--- src/rtl/set_cmd_sched.sv ---
// set_cmd_sched
// Queues set-operation commands in a small FIFO and issues them one at a
// time to a set-counting engine, then presents the engine result together
// with the tag of the command that produced it.
//
// Ports
//   clk, rst       clock, asynchronous active-high reset
//   cmd_*          command input (valid/ready), 3 centres, 3 radii, mode
//   set_en         one-cycle start pulse to the engine
//   set_central/radius/mode  head command held for the engine
//   set_busy       engine busy; no issue while high
//   set_valid      engine done strobe, set_candidate its count
//   res_*          result output (valid/ready), count, tag, timeout flag
//
// Configuration
//   SET_SCHED_TIMEOUT_EN  when defined, WAIT gives up after TIMEOUT cycles
//                         and returns res_err=1, res_candidate=0.
module set_cmd_sched #(
  parameter int FIFO_DEPTH = 4,
  parameter int TIMEOUT    = 1023
) (
  input  logic        clk,
  input  logic        rst,
  input  logic        cmd_valid,
  input  logic [23:0] cmd_central,
  input  logic [11:0] cmd_radius,
  input  logic [1:0]  cmd_mode,
  output logic        cmd_ready,
  output logic        set_en,
  output logic [23:0] set_central,
  output logic [11:0] set_radius,
  output logic [1:0]  set_mode,
  input  logic        set_busy,
  input  logic        set_valid,
  input  logic [7:0]  set_candidate,
  output logic        res_valid,
  input  logic        res_ready,
  output logic [7:0]  res_candidate,
  output logic [3:0]  res_tag,
  output logic        res_err
);

  localparam int AW = $clog2(FIFO_DEPTH);
  localparam int EW = 42;  // {tag[4], mode[2], radius[12], central[24]}
  localparam logic [AW:0] FULL_CNT = (AW+1)'(FIFO_DEPTH);

  // Elaboration-time guard against unsupported parameter values.
  if (FIFO_DEPTH < 2 || FIFO_DEPTH > 16 || (FIFO_DEPTH & (FIFO_DEPTH - 1)) != 0 ||
      TIMEOUT < 1 || TIMEOUT > 1023) begin : g_param_check
    $error("set_cmd_sched: unsupported FIFO_DEPTH or TIMEOUT");
  end

  typedef enum logic [1:0] {IDLE, ISSUE, WAIT, OUT} state_t;

  state_t        state_reg;
  logic [EW-1:0] fifo_mem [FIFO_DEPTH];
  logic [AW-1:0] wr_ptr_reg, rd_ptr_reg;
  logic [AW:0]   count_reg, count_next;
  logic [3:0]    tag_reg;
  logic          cmd_ready_reg;
  logic          push, pop, to_hit;
  logic [EW-1:0] head;

  assign cmd_ready = cmd_ready_reg;
  assign push      = cmd_valid & cmd_ready_reg;
  // Shallow register file: the head is read directly so it can be copied
  // to set_* on the same edge that enters ISSUE.
  assign head      = fifo_mem[rd_ptr_reg];

`ifdef SET_SCHED_TIMEOUT_EN
  localparam logic [9:0] TO_LAST = 10'(TIMEOUT - 1);
  logic [9:0] to_cnt_reg;
  logic       res_err_reg;
  // Counter holds the number of WAIT cycles already elapsed, so the
  // TIMEOUT-th WAIT cycle is the one where it equals TIMEOUT-1.
  assign to_hit  = (state_reg == WAIT) && (to_cnt_reg == TO_LAST);
  assign res_err = res_err_reg;
`else
  assign to_hit  = 1'b0;
  assign res_err = 1'b0;
`endif

  assign pop = (state_reg == WAIT) && (set_valid || to_hit);

  always_comb begin
    count_next = count_reg;
    case ({push, pop})
      2'b10:   count_next = count_reg + (AW+1)'(1);
      2'b01:   count_next = count_reg - (AW+1)'(1);
      default: count_next = count_reg;
    endcase
  end

  // Storage carries no reset; occupancy is tracked by count_reg alone.
  always_ff @(posedge clk) begin
    if (push) fifo_mem[wr_ptr_reg] <= {tag_reg, cmd_mode, cmd_radius, cmd_central};
  end

  always_ff @(posedge clk or posedge rst) begin
    if (rst) begin
      wr_ptr_reg    <= '0;
      rd_ptr_reg    <= '0;
      count_reg     <= '0;
      tag_reg       <= '0;
      cmd_ready_reg <= 1'b1;
    end else begin
      if (push) begin
        wr_ptr_reg <= wr_ptr_reg + AW'(1);
        tag_reg    <= tag_reg + 4'd1;
      end
      if (pop) rd_ptr_reg <= rd_ptr_reg + AW'(1);
      count_reg     <= count_next;
      // Derived from next occupancy so cmd_ready is a pure register output.
      cmd_ready_reg <= (count_next != FULL_CNT);
    end
  end

  always_ff @(posedge clk or posedge rst) begin
    if (rst) begin
      state_reg     <= IDLE;
      set_en        <= 1'b0;
      set_central   <= '0;
      set_radius    <= '0;
      set_mode      <= '0;
      res_valid     <= 1'b0;
      res_candidate <= '0;
      res_tag       <= '0;
`ifdef SET_SCHED_TIMEOUT_EN
      to_cnt_reg    <= '0;
      res_err_reg   <= 1'b0;
`endif
    end else begin
      case (state_reg)
        IDLE: begin
          if (count_reg != '0 && !set_busy) begin
            state_reg   <= ISSUE;
            set_en      <= 1'b1;
            set_central <= head[23:0];
            set_radius  <= head[35:24];
            set_mode    <= head[37:36];
          end
        end
        ISSUE: begin
          set_en    <= 1'b0;
          state_reg <= WAIT;
`ifdef SET_SCHED_TIMEOUT_EN
          to_cnt_reg <= '0;
`endif
        end
        WAIT: begin
`ifdef SET_SCHED_TIMEOUT_EN
          to_cnt_reg <= to_cnt_reg + 10'd1;
`endif
          // set_valid takes priority over a coincident timeout.
          if (set_valid) begin
            res_candidate <= set_candidate;
            res_tag       <= head[41:38];
            res_valid     <= 1'b1;
            state_reg     <= OUT;
`ifdef SET_SCHED_TIMEOUT_EN
            res_err_reg   <= 1'b0;
`endif
          end else if (to_hit) begin
            res_candidate <= '0;
            res_tag       <= head[41:38];
            res_valid     <= 1'b1;
            state_reg     <= OUT;
`ifdef SET_SCHED_TIMEOUT_EN
            res_err_reg   <= 1'b1;
`endif
          end
        end
        OUT: begin
          if (res_ready) begin
            res_valid <= 1'b0;
            state_reg <= IDLE;
          end
        end
        default: state_reg <= IDLE;
      endcase
    end
  end

endmodule

--- config.mk ---
export PLATFORM = sky130hd
export DESIGN_NAME = set_cmd_sched
export DESIGN_NICKNAME = d
export VERILOG_FILES = /design/src/rtl/set_cmd_sched.sv
export SDC_FILE = /design/constraint.sdc
export NUM_CORES = 1
export LEC_CHECK = 0
export CORE_MARGIN = 4
export CORE_UTILIZATION = 25
export DETAILED_ROUTE_END_ITERATION = 8
export PLACE_DENSITY = 0.41
export SETUP_SLACK_MARGIN = 0.4
export SLEW_MARGIN = 20
export SYNTH_ARGS = -nofsm -noshare
export SYNTH_HDL_FRONTEND = slang
export SYNTH_SLANG_ARGS = --single-unit
--- constraint.sdc ---
create_clock -name clk -period 3.5 [get_ports clk]
set_input_delay 0.525 -clock clk [delete_from_list [all_inputs] [get_ports clk]]
set_output_delay 0.525 -clock clk [all_outputs]
set_load 0.005 [all_outputs]
* Word-level counts from Yosys, hierarchy flattened
Memory sizes are Yosys's and may differ from the RTL's.
Index checks and enable logic that the tools add are counted.
** Cells by class
- Reduce and logical (&&, ||, !) cells :: 12
- Bitwise logic cells :: 1
- Muxes and demuxes :: 12
- Add/subtract/negate cells :: 5
- Eq/ne operators :: 9
** Operators with widths (number)
- 2-bit case mux with 4 select lines :: 1
- 2-bit == test (second input constant) :: 3
- 2-bit two-way mux :: 3
- 2-bit != test (second input constant) :: 3
- 3-bit case mux with 2 select lines :: 1
- 2-bit AND reduction :: 3
- 3-bit AND reduction :: 2
- 1-bit two-way mux :: 5
- 2-bit by 1-bit adder with 2-bit output (second input constant) :: 2
- 4-bit by 1-bit adder with 4-bit output (second input constant) :: 1
- 2-bit by 1-bit == test with 1-bit output (second input constant) :: 2
- 1-bit case mux with 2 select lines :: 2
- 2-bit nonzero test :: 2
- 3-bit by 1-bit adder with 3-bit output (second input constant) :: 1
- 3-bit != test (second input constant) :: 1
- 3-bit nonzero test :: 1
- 3-bit by 1-bit subtractor with 3-bit output (second input constant) :: 1
- 1-bit logical AND :: 2
- 2-bit zero test :: 1
- 1-bit AND :: 1
- 1-bit zero test :: 1
** Word-level totals
- Input bits :: 52
- Word-level logic and storage cells :: 53
- RAM bits :: 168
- Output and inout port bits :: 54
- Memories :: 1
- Register bits :: 66
** Memory list
- fifo_mem :: depth 4, width 42, read ports 1, clocked after memory_dff 0, wr ports 1, RTL line 56 : logic [EW-1:0] fifo_mem [FIFO_DEPTH];

* Depth between registers and ports, before layout
- Depth after elaboration :: 5
- Gate-level depth with buffers :: 11
- Depth with buffers taken out :: 10

* Least setup slack after synthesis
OpenSTA, ideal clock, no wires.
- Path kind :: reg2reg
- Start :: reg state_reg[0]
- End :: reg count_reg[2]
- Required time :: 3373 ps
- Cell stages (with the launch flop) :: 12
- Setup slack :: 1140 ps
- Arrival :: 2233 ps
- Setup time :: 127 ps
- Clock period less this slack :: 2360 ps
- Path through :: dfrtp_1 > inv_1 > ha_1 > nand2_1 > buf_2 > inv_1 > ha_1 > inv_1 > fa_1 > xor2_1 > o21a_1 > or2_2
** Between the ends
- Cells in the longest elaborated chain, start to end :: 4
- Elaborated cells on any way between the ends :: 5
- Classes of those cells :: 3 x eq/ne; 1 x mux; 1 x reduce/logical
** RTL lines
- from (decl) :: RTL line 55 : state_t state_reg;
- from (signal assigned) :: RTL line 120 : state_reg <= IDLE;
- from (signal assigned) :: RTL line 136 : state_reg <= ISSUE;
- from (signal assigned) :: RTL line 145 : state_reg <= WAIT;
- 2-bit == test (*) :: RTL line 83 : assign pop = (state_reg == WAIT) && (set_valid || to_hit);
- 1-bit logical AND (*) :: RTL line 83
- via pop :: RTL line 61 : logic push, pop, to_hit;
- 2-bit by 1-bit == test with 1-bit output / 2-bit == test (equally long branches) :: RTL line 87 : case ({push, pop})
- 3-bit case mux with 2 select lines (*) :: RTL line 87
- via count_next[2] :: RTL line 58 : logic [AW:0] count_reg, count_next;
- to (signal assigned) :: RTL line 112 : count_reg <= count_next;
- to (decl) :: RTL line 58
The timed path passes the listed nets; every way through them passes the cells marked *.
A chain may end at the register's enable or synchronous reset.

* Worst setup path in the final report
Same ends and word-level chain as after synthesis.

==> flow_summary.toml <==
[final_layout]
diodes = 0
final_cell_mix = "edfxtp_1 (168), clkdlybuf4s50_1 (104), dfrtp_1 (63)"
post-route-util_pct = 32.69
regMostFlops = "fifo_mem"
stdcell_area_um2 = 11350
top_regs = "fifo_mem x168, set_central x24, set_radius x12"
drive_above_1_share_pct = 27.44
largest_register_ffs = 168
area_growth_pct = 28.49
fin_nets = 595
final_common_cell = "edfxtp_1"
instances_no_fill = 1009

[cts]
clock_latency_ns = 0.53
cts_buffers = 28
cts.htree.levels = 1
postCtsHoldBufs = 0
clk_pin_slew_ns = 0.06
clockBufferDepth = 3
cts_resized = 0
cts_tree = "yes"
cts_sinks = 234
root_buffer = "clkbuf_16"
post-cts-setup-buffer-count = 0

[routing]
viasPerCell = 4.166
ant_nets = 0
first_pass_iters = 4
wl_per_cell_um = 19.15
vias = 4203
drc = 0
first_iter_violations = 114
wl_mm = 19.32

[logic_synthesis]
async_flop_share_pct = 28.21
synth_edf_count = 168
avgSynthCellArea_um2 = 21.80
yosys_warnings = 0
synth_cells = 405
ys_types = 34
syn_area_um2 = 8831
synth_ff_type = "edfxtp_1"
synth_fp_nets = 468
synth-seq-cells = 234
yosysSeqAreaShare_pct = 75.84

[worst_setup_path]
cp.buffers_inverters = 3
max_stage_delay_ns = 0.41
crit_arrival_ns = 2.71
worstSetupStartpointType = "register"
startpoint = "state_reg[0]$_DFFE_PP0P_"
endpoint = "count_reg[2]$_DFF_PP0_"
cp-end-kind = "register"
reg2reg_depth = 10
crit_type = "reg2reg"
critPathSlowestCell = "dfrtp_1"
cp_max_fo = 5
r2r_slack_ns = 1.19
reg2reg_from = "state_reg[0]$_DFFE_PP0P_"
reg2reg_to = "count_reg[2]$_DFF_PP0_"
cp_top_family = "adder cells"
cp.depth = 10
path_cells = "inv_1 -> ha_1 -> nand2_1 -> inv_1 -> ha_1 -> inv_1 -> fa_1 -> xor2_1 -> o21a_1 -> or2_2"
crit_top_cell = "inv_1"
cp_data_required_time_ns = 3.90

[pwr]
p_leak_nw = 3.948
peakVddDrop_mv = 0.3919
power.total_mw = 9.782
power_density_nw_per_um2 = 862.1

[die]
die_w_um = 195.9
num_rows = 68
dieArea_um2 = 38390
die-height_um = 195.9
coreArea_um2 = 34710
io_pins = 106
start_util_pct = 25.44

[sta]
max_freq_ghz = 0.4320
fin_tns_setup_ns = 0
timing.slew.headroom_pct = 32.76
setup_viol = 0
fin_skew_ns = 0.01843
period_share_pct = 66.14
rsz0062_at_grt = "no"
tightest_slew_ns = 1.009
hold_viol = 0
final_max_slew_viol_count = 0
period_needed_ns = 2.315

[flow_run]
cap_violations = 0

[global_routing]
grt_pass1_vias = 4811
antenna_found_initial = 1
grt_pass1_wl_mm = 29.48
grt_max_degree = 45
overflow = 0
grt_usage_pct = 9.930

[placement]
placed_area_um2 = 10460
dp.cells = 957
gp_congestion = 0.6870
dp_hpwl_mm = 11.21
port_buffers = 104

[outcome]
status = "finished, final reports clean"

[hold_path]
hold_class = "in2async"
## Yosys cell counts (2+ instances only)
cell,n,area share [%]
and3_1,4,0.28
buf_2,5,0.28
buf_4,3,0.26
buf_6,5,0.64
clkbuf_1,3,0.13
dfrtp_1,65,18
edfxtp_1,168,57
ha_1,10,1.4
inv_1,10,0.43
mux2_2,50,6.4
mux2_4,3,0.51
mux4_1,4,1.2
mux4_2,38,9.7
nand2_1,3,0.13
nand3_1,3,0.17
nor2_1,2,0.085
nor2b_1,2,0.14
o21ai_0,5,0.28
xnor2_1,6,0.60
xor2_1,2,0.20
## power by group
group | switching [mW] | leakage (nW) | total, mW | internal [mW]
Sequential | 0.559 | 2.32 | 4.39 | 3.83
Combinational | 0.999 | 1.19 | 2.64 | 1.64
Clock | 1.09 | 0.439 | 2.76 | 1.67
## how the worst min path moves through the flow
stage | to | slack, ns | cells past startpoint
6_report | res_valid$_DFFE_PP0P_ | 0.47 | 2
5_1_grt | set_central[18]$_DFFE_PP0P_ | 0.52 | 1
3_3_place_gp | res_candidate[5]$_DFFE_PP0P_ | 0.49 | 1
4_1_cts | res_valid$_DFFE_PP0P_ | 0.50 | 2
2_1_floorplan | tag_reg[3]$_DFFE_PP0P_ | 0.49 | 1
3_5_place_dp | set_radius[7]$_DFFE_PP0P_ | 0.50 | 1
## through the flow
stage                     setup WS, ns  hold WS [ns]
final                            1.185        0.4725
after detailed placement        0.7749        0.4956
after global placement          0.8483        0.4865
after floorplan                  1.140        0.4857
after CTS                        1.198        0.5042
after global routing             1.062        0.5223
## final cells by class
type                    count  area (µm²)
clock buffers              43       818.3
clock inverters             9       67.56
fillers                  3340       23370
inverters                  10       38.79
multi-input cells         145        1992
flip-flops and latches    234        6703
well taps                 455       569.3
repair buffers            113        1159
## layer usage
layer / part of all wire, % / vias up / track usage, %
li1: - / 1867 / -
met2: 50 / 90 / 17.54
met4: 2.7 / 2 / 2.689
met1: 42 / 2209 / 12.14
met3: 4.8 / 35 / 2.473
met5: 0.041 / - / 0
## cell families (layout without fill, tap and decap cells)
kind of cell / count (synthesis) / count (layout) / share of synthesized area, %
compound gates: 10 / 10 / 0.8075
mux: 95 / 95 / 17.77
buf+inv: 26 / 175 / 1.728
other cells: 1 / 1 / 0.04246
xor+xnor: 8 / 8 / 0.7935
flops: 234 / 234 / 75.84
simple gates: 20 / 20 / 1.374
fa+ha+maj: 11 / 11 / 1.644
(Power assumes the default switching activity.)
